[src/rtl/opl2_pkg.sv]
// opl2_pkg: shared state type, chip timing constants and write record for the OPL2 write scheduler
package opl2_pkg;
    typedef enum logic [2:0] {IDLE, ADDR_PH, ADDR_WAIT, DATA_PH, DATA_WAIT} sched_state_t;
    localparam int OPL2_ADDR_WAIT_US = 4;
    localparam int OPL2_DATA_WAIT_US = 23;
    localparam int OPL2_CLK_DIV = 70;
    typedef struct packed {
        logic [7:0] regn;
        logic [7:0] data;
        logic       src;
    } opl2_wr_t;
    function automatic int imax(input int a, input int b);
        return a > b ? a : b;
    endfunction
endpackage

[src/rtl/opl2_write_sched_if.sv]
// opl2_write_sched_if: requester handshakes plus the OPL2 two-phase write port
interface opl2_write_sched_if;
    logic       req0_valid;
    logic [7:0] req0_reg;
    logic [7:0] req0_data;
    logic       req0_ready;
    logic       req1_valid;
    logic [7:0] req1_reg;
    logic [7:0] req1_data;
    logic       req1_ready;
    logic       opl_addr;
    logic [7:0] opl_din;
    logic       opl_we;
    logic       busy;
    logic       wr_done;
    logic       wr_src;
    modport master (
        output req0_valid, req0_reg, req0_data, req1_valid, req1_reg, req1_data,
        input  req0_ready, req1_ready, opl_addr, opl_din, opl_we, busy, wr_done, wr_src
    );
    modport slave (
        input  req0_valid, req0_reg, req0_data, req1_valid, req1_reg, req1_data,
        output req0_ready, req1_ready, opl_addr, opl_din, opl_we, busy, wr_done, wr_src
    );
endinterface

[src/rtl/opl2_rr_arb2.sv]
// opl2_rr_arb2: two-requester round-robin grant; pointer moves to the loser on every accept
module opl2_rr_arb2 (
    input  logic       clk,
    input  logic       rst,
    input  logic       en,
    input  logic [1:0] valid,
    output logic [1:0] grant
);
    logic ptr;
    assign grant[0] = en & valid[0] & (~valid[1] | ~ptr);
    assign grant[1] = en & valid[1] & (~valid[0] | ptr);
    always_ff @(posedge clk or posedge rst) begin
        if (rst) ptr <= 1'b0;
        else if (|grant) ptr <= grant[0];
    end
endmodule

[src/rtl/opl2_write_sched.sv]
// opl2_write_sched: arbitrates two register-write requesters onto the OPL2 address/data port
// with strobe phases and the chip's mandatory wait times between them.
module opl2_write_sched
    import opl2_pkg::*;
#(
    parameter int CLK_DIV      = OPL2_CLK_DIV,
    parameter int WE_CYCLES    = 2,
    parameter int ADDR_WAIT_US = OPL2_ADDR_WAIT_US,
    parameter int DATA_WAIT_US = OPL2_DATA_WAIT_US
) (
    input logic clk,
    input logic rst,
    opl2_write_sched_if.slave bus
);
    localparam int ADDR_CYC = imax(1, ADDR_WAIT_US * CLK_DIV);
    localparam int DATA_CYC = imax(1, DATA_WAIT_US * CLK_DIV);
    localparam int WAIT_W = $clog2(imax(ADDR_WAIT_US, DATA_WAIT_US) * CLK_DIV + 1);
    // the same counter times the strobe phases, so it must also hold WE_CYCLES-1
    localparam int CNT_W = imax(imax(WAIT_W, $clog2(WE_CYCLES + 1)), 1);
    localparam logic [CNT_W-1:0] LD_WE = CNT_W'(WE_CYCLES - 1);
    localparam logic [CNT_W-1:0] LD_AW = CNT_W'(ADDR_CYC - 1);
    localparam logic [CNT_W-1:0] LD_DW = CNT_W'(DATA_CYC - 1);

    sched_state_t     state, state_nxt;
    logic [CNT_W-1:0] cnt, cnt_nxt;
    opl2_wr_t         wr, win;
    logic [1:0]       grant;
    logic             accept, last, out_addr, done;

    opl2_rr_arb2 u_arb (
        .clk   (clk),
        .rst   (rst),
        .en    (state == IDLE && !rst),
        .valid ({bus.req1_valid, bus.req0_valid}),
        .grant (grant)
    );

    assign accept = |grant;
    assign last = cnt == '0;
    assign win = grant[1] ? '{regn: bus.req1_reg, data: bus.req1_data, src: 1'b1}
                          : '{regn: bus.req0_reg, data: bus.req0_data, src: 1'b0};

    always_comb begin
        state_nxt = state;
        cnt_nxt = cnt - CNT_W'(1);
        done = 1'b0;
        case (state)
            IDLE: begin
                state_nxt = accept ? ADDR_PH : IDLE;
                cnt_nxt = accept ? LD_WE : '0;
            end
            ADDR_PH: if (last) begin
                state_nxt = ADDR_WAIT;
                cnt_nxt = LD_AW;
            end
            ADDR_WAIT: if (last) begin
                state_nxt = DATA_PH;
                cnt_nxt = LD_WE;
            end
            DATA_PH: if (last) begin
                state_nxt = DATA_WAIT;
                cnt_nxt = LD_DW;
            end
            DATA_WAIT: if (last) begin
                state_nxt = IDLE;
                cnt_nxt = '0;
                done = 1'b1;
            end
            default: begin
                state_nxt = IDLE;
                cnt_nxt = '0;
            end
        endcase
    end

    // out_addr selects which latched byte drives the bus and keeps it after the sequence ends
    always_ff @(posedge clk or posedge rst) begin
        if (rst) begin
            state <= IDLE;
            cnt <= '0;
            wr <= '0;
            out_addr <= 1'b0;
        end else begin
            state <= state_nxt;
            cnt <= cnt_nxt;
            if (accept) begin
                wr <= win;
                out_addr <= 1'b0;
            end else if (state == ADDR_WAIT && last) begin
                out_addr <= 1'b1;
            end
        end
    end

    assign bus.req0_ready = grant[0];
    assign bus.req1_ready = grant[1];
    assign bus.opl_we = state == ADDR_PH || state == DATA_PH;
    assign bus.opl_addr = out_addr;
    assign bus.opl_din = out_addr ? wr.data : wr.regn;
    assign bus.busy = state != IDLE;
    assign bus.wr_done = done;
    assign bus.wr_src = done & wr.src;
endmodule

[src/flat_wrapper.sv]
// flat-port wrapper written by rule: the top's interface ports become plain ports
module opl2_write_sched_flat import opl2_pkg::*;
#(
    parameter int CLK_DIV      = OPL2_CLK_DIV,
    parameter int WE_CYCLES    = 2,
    parameter int ADDR_WAIT_US = OPL2_ADDR_WAIT_US,
    parameter int DATA_WAIT_US = OPL2_DATA_WAIT_US
)
  (clk, rst, bus_req0_valid, bus_req0_reg, bus_req0_data, bus_req1_valid, bus_req1_reg, bus_req1_data, bus_req0_ready, bus_req1_ready, bus_opl_addr, bus_opl_din, bus_opl_we, bus_busy, bus_wr_done, bus_wr_src);
  opl2_write_sched_if bus_i ();
  input logic clk;
  input logic rst;
  input wire logic [$bits(bus_i.req0_valid)-1:0] bus_req0_valid;
  input wire logic [$bits(bus_i.req0_reg)-1:0] bus_req0_reg;
  input wire logic [$bits(bus_i.req0_data)-1:0] bus_req0_data;
  input wire logic [$bits(bus_i.req1_valid)-1:0] bus_req1_valid;
  input wire logic [$bits(bus_i.req1_reg)-1:0] bus_req1_reg;
  input wire logic [$bits(bus_i.req1_data)-1:0] bus_req1_data;
  output wire logic [$bits(bus_i.req0_ready)-1:0] bus_req0_ready;
  output wire logic [$bits(bus_i.req1_ready)-1:0] bus_req1_ready;
  output wire logic [$bits(bus_i.opl_addr)-1:0] bus_opl_addr;
  output wire logic [$bits(bus_i.opl_din)-1:0] bus_opl_din;
  output wire logic [$bits(bus_i.opl_we)-1:0] bus_opl_we;
  output wire logic [$bits(bus_i.busy)-1:0] bus_busy;
  output wire logic [$bits(bus_i.wr_done)-1:0] bus_wr_done;
  output wire logic [$bits(bus_i.wr_src)-1:0] bus_wr_src;
  assign bus_i.req0_valid = bus_req0_valid;
  assign bus_i.req0_reg = bus_req0_reg;
  assign bus_i.req0_data = bus_req0_data;
  assign bus_i.req1_valid = bus_req1_valid;
  assign bus_i.req1_reg = bus_req1_reg;
  assign bus_i.req1_data = bus_req1_data;
  assign bus_req0_ready = bus_i.req0_ready;
  assign bus_req1_ready = bus_i.req1_ready;
  assign bus_opl_addr = bus_i.opl_addr;
  assign bus_opl_din = bus_i.opl_din;
  assign bus_opl_we = bus_i.opl_we;
  assign bus_busy = bus_i.busy;
  assign bus_wr_done = bus_i.wr_done;
  assign bus_wr_src = bus_i.wr_src;
  opl2_write_sched #(.CLK_DIV(CLK_DIV), .WE_CYCLES(WE_CYCLES), .ADDR_WAIT_US(ADDR_WAIT_US), .DATA_WAIT_US(DATA_WAIT_US)) u_core (.clk(clk), .rst(rst), .bus(bus_i));
endmodule
[config.mk]
export PLATFORM = sky130hd
export DESIGN_NAME = opl2_write_sched_flat
export DESIGN_NICKNAME = d
export VERILOG_FILES = /design/src/rtl/opl2_pkg.sv /design/src/rtl/opl2_write_sched_if.sv /design/src/rtl/opl2_rr_arb2.sv /design/src/rtl/opl2_write_sched.sv /design/src/flat_wrapper.sv
export SDC_FILE = /design/constraint.sdc
export NUM_CORES = 1
export LEC_CHECK = 0
export ABC_AREA = 1
export BUFFER_PORTS_ARGS = -buffer_cell sky130_fd_sc_hd__buf_2
export CORE_MARGIN = 4
export CORE_UTILIZATION = 41
export CTS_CLUSTER_DIAMETER = 80
export CTS_CLUSTER_SIZE = 28
export DETAILED_ROUTE_END_ITERATION = 10
export HOLD_SLACK_MARGIN = 0.08
export PLACE_DENSITY = 0.73
export REMOVE_ABC_BUFFERS = 1
export SETUP_SLACK_MARGIN = 0.2
export SLEW_MARGIN = 10
export SYNTH_ARGS = -nofsm -noshare
export SYNTH_HDL_FRONTEND = slang
export SYNTH_SLANG_ARGS = --single-unit
[constraint.sdc]
create_clock -name clk -period 1.7 [get_ports clk]
set_input_delay 0.255 -clock clk [delete_from_list [all_inputs] [get_ports clk]]
set_output_delay 0.255 -clock clk [all_outputs]
set_load 0.02 [all_outputs]
# Yosys cells after proc, flatten, opt, wreduce, memory -nomap -nowiden
# Cells that the tools add are included.
[op_classes]
eq_ne = 8
reduce_logical = 10
n_bitwise = 10
mux = 18
n_addsub = 1
[op_table]
columns = ["op", "n"]
rows = [
  ["$pmux W11 S5", 1],
  ["$mux W11", 4],
  ["$mux W17", 1],
  ["$pmux W3 S5", 1],
  ["$mux W3", 4],
  ["$logic_not A11 Y1", 1],
  ["$sub A11 B1 Y11 const B", 1],
  ["$mux W8", 1],
  ["$ne A2 B1 Y1 const B", 4],
  ["$eq A3 B2 Y1 const B", 2],
  ["$mux W1", 6],
  ["$and A1 B1 Y1", 5],
  ["$reduce_and A4 Y1", 1],
  ["$eq A3 B1 Y1 const B", 1],
  ["$eq A3 B3 Y1 const B", 1],
  ["$logic_not A3 Y1", 1],
  ["$not A1 Y1", 3],
  ["$reduce_bool A3 Y1", 1],
  ["$logic_and A1 B1 Y1", 2],
  ["$or A1 B1 Y1", 2],
  ["$reduce_bool A2 Y1", 1],
  ["$reduce_or A2 Y1", 1],
  ["$logic_not A1 Y1", 1],
  ["$logic_or A1 B1 Y1", 1],
]
[totals]
elab_cells = 54
reg_bits = 33
in_bits = 36

# Depth between registers and ports, before layout
# Gate-level depths: netlist (run 1).
[logic_depth]
word_depth = 7
mapped_depth = 10

# Modules after synthesis
# From an unflattened synthesis (run 1), not the netlist that was laid out.
[hier_totals]
hier_cells = 258
area_unflattened_um2 = 1846.8
[by_module_without_submodules]
columns = ["mod", "instances", "cells_per_inst", "area_each_um2", "seq_area_each_um2"]
rows = [
  ["opl2_write_sched", 1, 246, 1779.2, 800.8],
  ["opl2_rr_arb2", 1, 12, 67.6, 25.0],
]

# Least setup slack after synthesis (run 1)
# No wires, ideal clock.
[synth_path]
path_kind = "in2reg"
from = "input rst"
to = "register u_core.wr[4] in the netlist's numbering"
stages = 7
slack_ns = -0.228
path_buffers = 1
arrival_time_ns = 1.812
required_time_ns = 1.584
cell_sequence = "inv_1 nand3_4 a21oi_4 inv_4 buf_6 nand2_1 nand2_1"
[synth_via]
elab_chain_cells = 5
[synth_rtl]
columns = ["element", "line", "text"]
rows = [
  ["start, declared", "flat_wrapper.sv:12", "input logic rst;"],
  ["$logic_not A1 Y1 (*)", "opl2_write_sched.sv:33", ".en (state == IDLE && !rst),"],
  ["$logic_and A1 B1 Y1 (*)", "opl2_write_sched.sv:33", ""],
  ["$and A1 B1 Y1 (on tied branches) (2 in a row)", "opl2_rr_arb2.sv:11, opl2_rr_arb2.sv:10", ""],
  ["$mux W17 / $reduce_or A2 Y1 (equally long branches)", "opl2_write_sched.sv:40, opl2_write_sched.sv:38", ""],
  ["end signal, assigned", "opl2_write_sched.sv:87", "wr <= win;"],
  ["end, declared", "opl2_write_sched.sv:26", "opl2_wr_t wr, win;"],
]
# Mark *: on every way between the ends. The rest lies on a longest branch, timed or not.
# A chain may end at the register's enable or synchronous reset.

# Final worst setup path (run 1)
[layout_path]
from = "register u_core.cnt[1]"
to = "output bus_wr_src"
[layout_via]
elab_chain_cells = 4
[layout_rtl]
columns = ["element", "line", "text"]
rows = [
  ["start, declared", "opl2_write_sched.sv:25", "logic [CNT_W-1:0] cnt, cnt_nxt;"],
  ["start signal, assigned", "opl2_write_sched.sv:85", "cnt <= cnt_nxt;"],
  ["$logic_not A11 Y1", "opl2_write_sched.sv:39", "assign last = cnt == '0;"],
  ["$mux W1", "opl2_write_sched.sv:64", "DATA_WAIT: if (last) begin"],
  ["$mux W1", "opl2_write_sched.sv:47", "case (state)"],
  ["$and A1 B1 Y1", "opl2_write_sched.sv:102", "assign bus.wr_src = done & wr.src;"],
  ["end, declared", "flat_wrapper.sv:26", "output wire logic [$bits(bus_i.wr_src)-1:0] bus_wr_src;"],
]
# Every way passes these cells.

==> results_tabular.tex, run 1 <==
\begin{tabular}{lr}
\hline
Metric & Value \\
\hline
\multicolumn{2}{l}{\textbf{CTS}} \\
Clock sink total & 33 \\
H-tree Lvls & 2 \\
TritonCTS clock tree & built \\
Post-CTS Hold Fix Bufs & 0 \\
Clock transition at path regs & $\sim$80 ps \\
Buffer cell driving the clock tree root & clkbuf\_8 \\
Number of buffers on the longest clock path & 2 \\
Number of buffers created by CTS & 5 \\
Clock latency on the worst-skew pair & $\sim$290 ps \\
\multicolumn{2}{l}{\textbf{Placement}} \\
Final GP Congestion & approximately 0.94 \\
Port buffer count & 50 \\
HPWL after DPL & between 3000 and 4000 microns \\
\multicolumn{2}{l}{\textbf{Timing}} \\
Transition time at the pin with the least slew margin & 421.0 ps \\
RSZ-0062 raised after global routing & yes \\
Final TNS setup & -4.230 ps \\
Final hold viol count & 0 \\
Worst hold slack & $\sim$190 ps \\
Final worst clock skew & between 5 and 6 ps \\
Final setup violation count & 1 \\
Max Fclk & just under 0.6 GHz \\
Post-route clock period utilization & 100.2\% \\
Fin worst setup slack & -4.230 ps \\
Final-report max-slew violation count & 0 \\
Relative slew slack & between 70 and 80\% \\
Min Clock Period, post-route & between 1500 and 2000 ps \\
\multicolumn{2}{l}{\textbf{Worst setup path}} \\
Critical-path top delay cell & dfrtp\_1 \\
CP max FO & 3 \\
CP peak stage delay & 390 ps \\
Setup crit end kind & output pin \\
Worst endpoint data arrival time & about 1500 ps \\
Crit start category & flip-flop \\
Worst EP required & 1440 ps \\
Cells traversed along the worst timing path & inv\_2, ha\_4, nand2\_2, nor2\_2, nand3\_2, nor3\_2, buf\_4 \\
Start-to-end type of the worst setup path & reg -> out \\
\multicolumn{2}{l}{\textbf{Synthesis}} \\
Synthesized area divided by synthesized cell count & 6.660 sq um \\
Multiplexer area fraction after synthesis & 0\% \\
Number of instances in the synthesized netlist & 294 \\
Post-Syn Area & about 2000 sq um \\
Post-Synth Adder-Cell Area & under 10\% \\
Synthesized flop and latch total & 33 \\
Synth top area share & 42.17\% \\
XOR/XNOR share of the synthesized area & 1.789\% \\
Number of distinct standard cells referenced by the synthesized netlist & 25 \\
Sequential share of the synthesized area & between 40 and 50\% \\
Cell types with the largest area share after synthesis & dfrtp\_1 42\%, nand2\_1 30\%, inv\_1 5.2\% \\
Share of the synthesized area in compound gates (AO/OA/AOI/OAI) & 4.537\% \\
Main combinational cell family by area after synthesis & simple AND/OR/NAND/NOR gates \\
Biggest area consumer among synthesized cells & dfrtp\_1 \\
Post-Synth Simple-Gate Area & 41.98\% \\
Count of warnings emitted by yosys & 0 \\
\multicolumn{2}{l}{\textbf{Cells and area}} \\
Number of antenna repair diodes & 0 \\
Commonest non-fill, non-tap cell in the layout & nand2\_1 \\
Area growth syn-to-layout & 43.83\% \\
Top library cells by usage in the layout, fill and taps aside & 126 x nand2\_1, 45 x buf\_2, 32 x dfrtp\_1, 24 x inv\_1, 23 x nor2\_1 \\
NumNets Final & a little over 400 \\
Ratio of cells with drive above 1 in the final layout & a little over a third \\
Post-route core utilization & 62.95\% \\
\multicolumn{2}{l}{\textbf{Die}} \\
Die width & $\sim$77 microns \\
Area of the die & approximately 5900 sq um \\
Std-Cell Core Area & approximately 4500 sq um \\
Top-level port count & 51 \\
Die span in y & between 70 and 80 microns \\
Starting utilization of the core area & around 44\% \\
Standard-cell rows & 24 \\
\multicolumn{2}{l}{\textbf{Drt}} \\
Total vias in the final route & roughly 2000 \\
Via density per instance & just under 5 \\
Remaining number of nets flagged by the antenna check after routing & 0 \\
Final routed wirelength across all metal layers & about 5200 microns \\
DR iter-0 viols & 53 \\
Avg WL per Cell & around 12 microns \\
Count of TritonRoute iterations in the first routing pass & 4 \\
\# DRC & 0 \\
\multicolumn{2}{l}{\textbf{Outcome}} \\
Violations in the final reports & setup timing \\
Run status & finished with violations \\
\multicolumn{2}{l}{\textbf{Global route}} \\
Wire length of the first global-routing pass & about 8100 microns \\
Overall routing resource usage & 16.61\% \\
Total congestion overflow & 0 \\
Number of global-route vias before repair & between 1500 and 2000 \\
Pin count of the biggest net entering global routing & 34 \\
Initial antenna violation count & 0 \\
\multicolumn{2}{l}{\textbf{Pwr}} \\
Power per cell area & roughly 580 nW/um\^{}2 \\
Leakage power total & approximately 0.0016 uW \\
Largest vdd supply drop & around 0.00056 V \\
Power consumption & approximately 1600 uW \\
\multicolumn{2}{l}{\textbf{Hold path}} \\
Worst min-delay path category & in -> async \\
\multicolumn{2}{l}{\textbf{Flow run}} \\
Number of max-cap violations & 0 \\
\hline
\end{tabular}
==> final timing paths <==
path | from | end | slack [ps] | depth (start not counted)
setup / recovery | u_core.cnt[1]$_DFF_PP0_ | bus_wr_src | -4 | 7
hold / removal | rst | u_core.wr[11]$_DFFE_PP0N_ | 190 | 3
setup reg to reg | u_core.cnt[0]$_DFF_PP0_ | u_core.cnt[4]$_DFF_PP0_ | 30 | 9
hold reg to reg | u_core.wr[8]$_DFFE_PP0N_ | u_core.wr[8]$_DFFE_PP0N_ | 490 | 2
max in group asynchronous | rst | u_core.state[1]$_DFFE_PP0P_ | 1180 | 3
min in group clk | bus_req0_reg[1] | u_core.wr[10]$_DFFE_PP0N_ | 250 | 5
==> layer usage <==
layer  GRT usage [%]  wire, microns  vias up  part of all wire [%]
met5               0              0        -                     0
met4           3.737            117        0                   2.2
met3           5.386            357       12                   6.8
met2           28.92           2700       69                    51
met1           19.94           2073      915                    39
li1                -              -     1040                     -
==> stage by stage <==
| stage | setup WS (ps) | instance area [sq um] | cells |
|---|---|---|---|
| detailed placement | 138.8 | 2276 | 396 |
| global route | -125.1 | 2816 | 422 |
| CTS | -43.65 | 2512 | 411 |
| finish | -4.230 | 2816 | 422 |
| floorplan | -269.8 | 1916 | 288 |
| global placement | 174.8 | 2276 | 396 |
==> kinds of logic after synthesis <==
| logic type | count (synthesis) |
|---|---|
| AOI/OAI and AO/OA | 15 |
| xor gates and xnor gates | 4 |
| buffers and inverters | 37 |
| and+or+nand+nor | 203 |
| DFF | 33 |
| adders and majority gates | 2 |
==> flip-flops by register name, summed over array words and instances (netlist names) <==
register,flops
u_core.wr,17
u_core.cnt,11
u_core.state,3
u_core.u_arb.ptr,1
u_core.bus.opl_addr,1
==> worst max-delay path: cells and delay by family, from the launching register on <==
family | cells | cell delay, ps
AND/OR/NAND/NOR | 4 | 390
flip-flops | 1 | 390
buffers and inverters | 2 | 240
adder cells (fa/ha/maj) | 1 | 140
==> power by group <==
group	switching [uW]	total, uW	internal (uW)
sequential	0	784	784
clock	323	761	439
combinational	49.8	88.5	38.6
==> what timing repair did <==
action,CTS,global route
pin swaps,7,29
gates cloned,0,2
buffers inserted,7,9
setup endpoints to repair,12,31
resized for setup,23,53
hold endpoints to repair,0,0
==> area by class of cell <==
cell class              count  area [sq um]
inverters                  31         127.6
repair buffers             74         536.8
well taps                  52         65.06
flip-flops and latches     33         827.0
clock buffers               5         68.82
multi-input cells         224          1145
fillers                   363          1658
clock inverters             3         46.29
==> synthesized netlist by cell type <==
cell,number
nand3_1,14
nand3_4,1
and2_1,1
clkinv_1,1
buf_2,1
xnor2_1,1
o22ai_1,2
o21ai_1,2
buf_4,3
clkbuf_1,1
inv_2,2
buf_6,1
dfrtp_1,33
o21ai_0,4
inv_1,27
a21oi_4,1
nor2_4,1
a21oi_1,6
nand2_1,156
nor3_1,2
nor2_8,1
inv_4,1
xor2_1,3
nor2_1,27
ha_1,2
No activity file was read; power rests on OpenSTA's default activity.
==> inputs of run 2 (changes only) <==
--- a/config.mk
+++ b/config.mk
@@ -13,10 +13,11 @@
 export CTS_CLUSTER_SIZE = 28
 export DETAILED_ROUTE_END_ITERATION = 10
 export HOLD_SLACK_MARGIN = 0.08
-export PLACE_DENSITY = 0.73
+export PLACE_DENSITY = 0.74
 export REMOVE_ABC_BUFFERS = 1
 export SETUP_SLACK_MARGIN = 0.2
 export SLEW_MARGIN = 10
 export SYNTH_ARGS = -nofsm -noshare
 export SYNTH_HDL_FRONTEND = slang
+export SYNTH_HIERARCHICAL = 1
 export SYNTH_SLANG_ARGS = --single-unit
==> results_tabular.tex, run 2 <==
\begin{tabular}{lr}
\hline
Metric & Value \\
\hline
\multicolumn{2}{l}{\textbf{Placement}} \\
Port buffer count & 50 (unchanged) \\
HPWL after DPL & 3282 microns (was 3326 microns) \\
Placed Area & 2206 sq um (was 2276 sq um) \\
Final GP Congestion & 0.8184 (was 0.9442) \\
\multicolumn{2}{l}{\textbf{Timing}} \\
Final worst clock skew & 2.786 ps (was 5.956 ps) \\
Relative slew slack & 71.86\% (was 71.94\%) \\
Worst hold slack & 77.95 ps (was 193.1 ps) \\
Min Clock Period, post-route & 1811 ps (was 1704 ps) \\
Final setup violation count & 20 (was 1) \\
Max Fclk & 0.5522 GHz (was 0.5868 GHz) \\
Transition time at the pin with the least slew margin & 422.1 ps (was 421.0 ps) \\
Fin worst setup slack & -110.9 ps (was -4.230 ps) \\
Post-route clock period utilization & 106.5\% (was 100.2\%) \\
RSZ-0062 raised after global routing & yes (unchanged) \\
Final-report max-slew violation count & 0 (unchanged) \\
Final hold viol count & 0 (unchanged) \\
\multicolumn{2}{l}{\textbf{Cells and area}} \\
Biggest register & u\_core/wr (was u\_core.wr) \\
Area growth syn-to-layout & 55.89\% (was 43.83\%) \\
NumNets Final & 387 (was 407) \\
Fill count & 335 (was 363) \\
Commonest non-fill, non-tap cell in the layout & nand2\_1 (unchanged) \\
Area of all placed cells without fillers & 2879 sq um (was 2816 sq um) \\
Ratio of cells with drive above 1 in the final layout & 44.57\% (was 36.22\%) \\
Number of antenna repair diodes & 0 (unchanged) \\
Top library cells by usage in the layout, fill and taps aside & 77 x nand2\_1, 44 x buf\_2, 34 x inv\_1, 33 x dfrtp\_1, 24 x buf\_6 (was 126 x nand2\_1, 45 x buf\_2, 32 x dfrtp\_1, 24 x inv\_1, 23 x nor2\_1) \\
Area taken by flip-flops and latches & 825.8 sq um (was 827.0 sq um) \\
Largest registers ranked by flip-flop count & u\_core/wr (17), u\_core/cnt (11), u\_core/state (3) (was u\_core.wr (17), u\_core.cnt (11), u\_core.state (3)) \\
Total area of multi-input combinational cells & 1060 sq um (was 1145 sq um) \\
Max FFs per register & 17 (unchanged) \\
\multicolumn{2}{l}{\textbf{CTS}} \\
Clock sink total & 33 (unchanged) \\
Buffer cell driving the clock tree root & clkbuf\_8 (unchanged) \\
Clock transition at path regs & 70 ps (was 80 ps) \\
TritonCTS clock tree & built (unchanged) \\
Number of buffers on the longest clock path & 2 (unchanged) \\
H-tree Lvls & 2 (unchanged) \\
Clock latency on the worst-skew pair & 290 ps (about the same) \\
Number of buffers created by CTS & 5 (unchanged) \\
\multicolumn{2}{l}{\textbf{Worst setup path}} \\
Cell repeated most along the worst path & buf\_6 \\
Critical path depth in cells & 7 (unchanged) \\
CP max FO & 2 (was 3) \\
Reg2Reg Depth & 13 (was 9) \\
Start-to-end type of the worst setup path & reg -> out (unchanged) \\
CP peak stage delay & 390 ps (about the same) \\
Worst EP required & 1440 ps (about the same) \\
Crit start category & flip-flop (unchanged) \\
Top cell family by delay on the critical path & simple AND/OR/NAND/NOR gates (was flip-flops) \\
Worst endpoint data arrival time & 1560 ps (was 1450 ps) \\
Cells traversed along the worst timing path & nor2\_2, nand2\_2, nor2\_4, nand2\_4, a21oi\_4, buf\_6, buf\_6 (was inv\_2, ha\_4, nand2\_2, nor2\_2, nand3\_2, nor3\_2, buf\_4) \\
Buffers and inverters on the worst path & 2 (unchanged) \\
Setup crit end kind & output pin (unchanged) \\
Critical-path top delay cell & dfrtp\_1 (unchanged) \\
\multicolumn{2}{l}{\textbf{Pwr}} \\
Largest vdd supply drop & 0.0005239 V (was 0.0005555 V) \\
Psw & 425.0 uW (was 372.6 uW) \\
Share of power burned in combinational logic & 11.8\% (was 5.4\%) \\
Internal power & 1178 uW (was 1262 uW) \\
Leakage power total & 0.001551 uW (was 0.001634 uW) \\
Power per cell area & 556.9 nW/um\^{}2 (was 580.2 nW/um\^{}2) \\
Relative contribution of sequential cells to total power & 51.9\% (was 48.0\%) \\
Clock power frac & 36.3\% (was 46.6\%) \\
Share of total power consumed by net switching & 26.51\% (was 22.80\%) \\
\multicolumn{2}{l}{\textbf{Synthesis}} \\
Count of flip-flops with a built-in enable after synthesis & 0 (unchanged) \\
Synth top area share & 44.72\% (was 42.17\%) \\
Count of warnings emitted by yosys & 6 (was 0) \\
Dominant register cell in the synthesized netlist & dfrtp\_1 (unchanged) \\
Biggest area consumer among synthesized cells & dfrtp\_1 (unchanged) \\
Number of instances in the synthesized netlist & 258 (was 294) \\
Cell types with the largest area share after synthesis & dfrtp\_1 45\%, nand2\_1 20\%, inv\_1 7.9\% (was dfrtp\_1 42\%, nand2\_1 30\%, inv\_1 5.2\%) \\
Synthesized flop and latch total & 33 (unchanged) \\
Sequential share of the synthesized area & 44.72\% (was 42.17\%) \\
Cell with the most instances after synthesis & nand2\_1 (unchanged) \\
Number of distinct standard cells referenced by the synthesized netlist & 26 (was 25) \\
Top cells by instance count after synthesis & 98 x nand2\_1, 39 x inv\_1, 33 x dfrtp\_1 (was 156 x nand2\_1, 33 x dfrtp\_1, 27 x inv\_1, 27 x nor2\_1, 14 x nand3\_1) \\
Share of flip-flops with an asynchronous set or reset after synthesis & 100.0\% (unchanged) \\
Synthesized area divided by synthesized cell count & 7.158 sq um (was 6.660 sq um) \\
Post-Syn Area & 1847 sq um (was 1958 sq um) \\
\multicolumn{2}{l}{\textbf{Drt}} \\
Avg WL per Cell & 14.54 microns (was 12.44 microns) \\
\# DRC & 0 (unchanged) \\
Total vias in the final route & 2025 (was 2036) \\
Final routed wirelength across all metal layers & 5844 microns (was 5249 microns) \\
Remaining number of nets flagged by the antenna check after routing & 0 (unchanged) \\
DR iter-0 viols & 102 (was 53) \\
Via density per instance & 5.037 (was 4.825) \\
Count of TritonRoute iterations in the first routing pass & 4 (unchanged) \\
\multicolumn{2}{l}{\textbf{Global route}} \\
Total congestion overflow & 0 (unchanged) \\
Number of global-route vias before repair & 1796 (was 1880) \\
Wire length of the first global-routing pass & 7741 microns (was 8086 microns) \\
Pin count of the biggest net entering global routing & 33 (was 34) \\
Initial antenna violation count & 0 (unchanged) \\
Overall routing resource usage & 18.41\% (was 16.61\%) \\
\multicolumn{2}{l}{\textbf{Die}} \\
Top-level port count & 51 (unchanged) \\
Area of the die & 5642 sq um (was 5946 sq um) \\
Std-Cell Core Area & 4354 sq um (was 4474 sq um) \\
Die span in y & 75.12 microns (was 77.11 microns) \\
Die width & 75.12 microns (was 77.11 microns) \\
Starting utilization of the core area & 42.41\% (was 43.76\%) \\
Standard-cell rows & 24 (unchanged) \\
\multicolumn{2}{l}{\textbf{Outcome}} \\
Violations in the final reports & setup timing (unchanged) \\
Run status & finished with violations (unchanged) \\
\multicolumn{2}{l}{\textbf{Flow run}} \\
Number of max-cap violations & 0 (unchanged) \\
\multicolumn{2}{l}{\textbf{Hold path}} \\
Worst min-delay path category & in -> async (unchanged) \\
\hline
\end{tabular}
## run 2: cell count changes in the layout (fill, tap and decap cells not counted), sizes merged, moves of 7 or more
cell | before | now
o211ai | 0 | 7
o21ai | 6 | 15
inv | 30 | 40
nand2 | 156 | 102
nor2 | 29 | 19
buf | 72 | 89
## run 2: final cells by class
cell class | instances | share of cell area (%)
flip-flops and latches | 33 | 28.68
clock buffers | 6 | 2.521
repair buffers | 90 | 23.55
clock inverters | 2 | 0.3477
well taps | 52 | 2.260
inverters | 41 | 5.824
multi-input cells | 178 | 36.81
## run 2: repair_timing
action	CTS	global route
gates cloned	0	0
pin swaps	14	16
buffers inserted	19	8
hold endpoints to repair	1	0
endpoints found under the setup margin	23	37
gates resized for setup	39	70
hold buffers	1	0
## run 2: final timing paths
path	start	slack, ps	end
setup reg to reg	u_core/state[1]$_DFFE_PP0P_	-110	u_core/u_arb/ptr$_DFFE_PP0P_
max in group asynchronous	rst	1190	u_core/u_arb/ptr$_DFFE_PP0P_
setup / recovery	u_core/state[1]$_DFFE_PP0P_	-110	bus_req1_ready
hold reg to reg	u_core/wr[8]$_DFFE_PP0N_	490	u_core/wr[8]$_DFFE_PP0N_
min in group clk	bus_req1_data[4]	180	u_core/wr[5]$_DFFE_PP0N_
hold / removal	rst	80	u_core/state[0]$_DFFE_PP0P_
## run 2: metrics by stage
stage	utilization [%]	worst slack [ps]	std cells	total power (uW)	TNS [ps]
finish	66.12	-110.9	402	1603	-1465
global route	66.12	-176.0	402	1681	-2924
CTS	59.20	-62.80	394	1602	-189.7
detailed placement	50.66	-84.84	366	1023	-1017
global placement	50.66	-13.92	366	1020	-63.56
floorplan	-	-1061	252	936.2	-19060
## run 2: layer usage
metal  up-vias  part of all wire [%]  global-route usage (%)
li1        975                     -                       -
met1       955                    37                   20.93
met2        71                    53                   31.43
met3        24                   6.0                   5.874
met4         0                   4.5                   8.300
met5         -                     0                       0
## run 2: worst min-delay path, stage by stage
cell,delay (ps)
buf_2,130
inv_1,50
buf_4,360
## run 2: kinds of logic (layout without fill, tap and decap cells)
logic type	after synthesis	in the layout	synth area share, %
AND/OR/NAND/NOR	145	145	32.93
buffers and inverters	47	139	10.84
flip-flops	33	33	44.72
AO/OA/AOI/OAI	28	28	8.740
XOR/XNOR	3	3	1.423
adder cells (fa/ha/maj)	2	2	1.355
## run 2: power by group through the flow
stage / sequential [uW] / clock, uW / combinational (uW)
4_1_cts: 831 / 588 / 183
3_3_place_gp: 845 / 0 / 175
5_1_grt: 836 / 637 / 209
2_1_floorplan: 849 / 0 / 87.5
3_5_place_dp: 846 / 0 / 177
6_report: 832 / 582 / 189
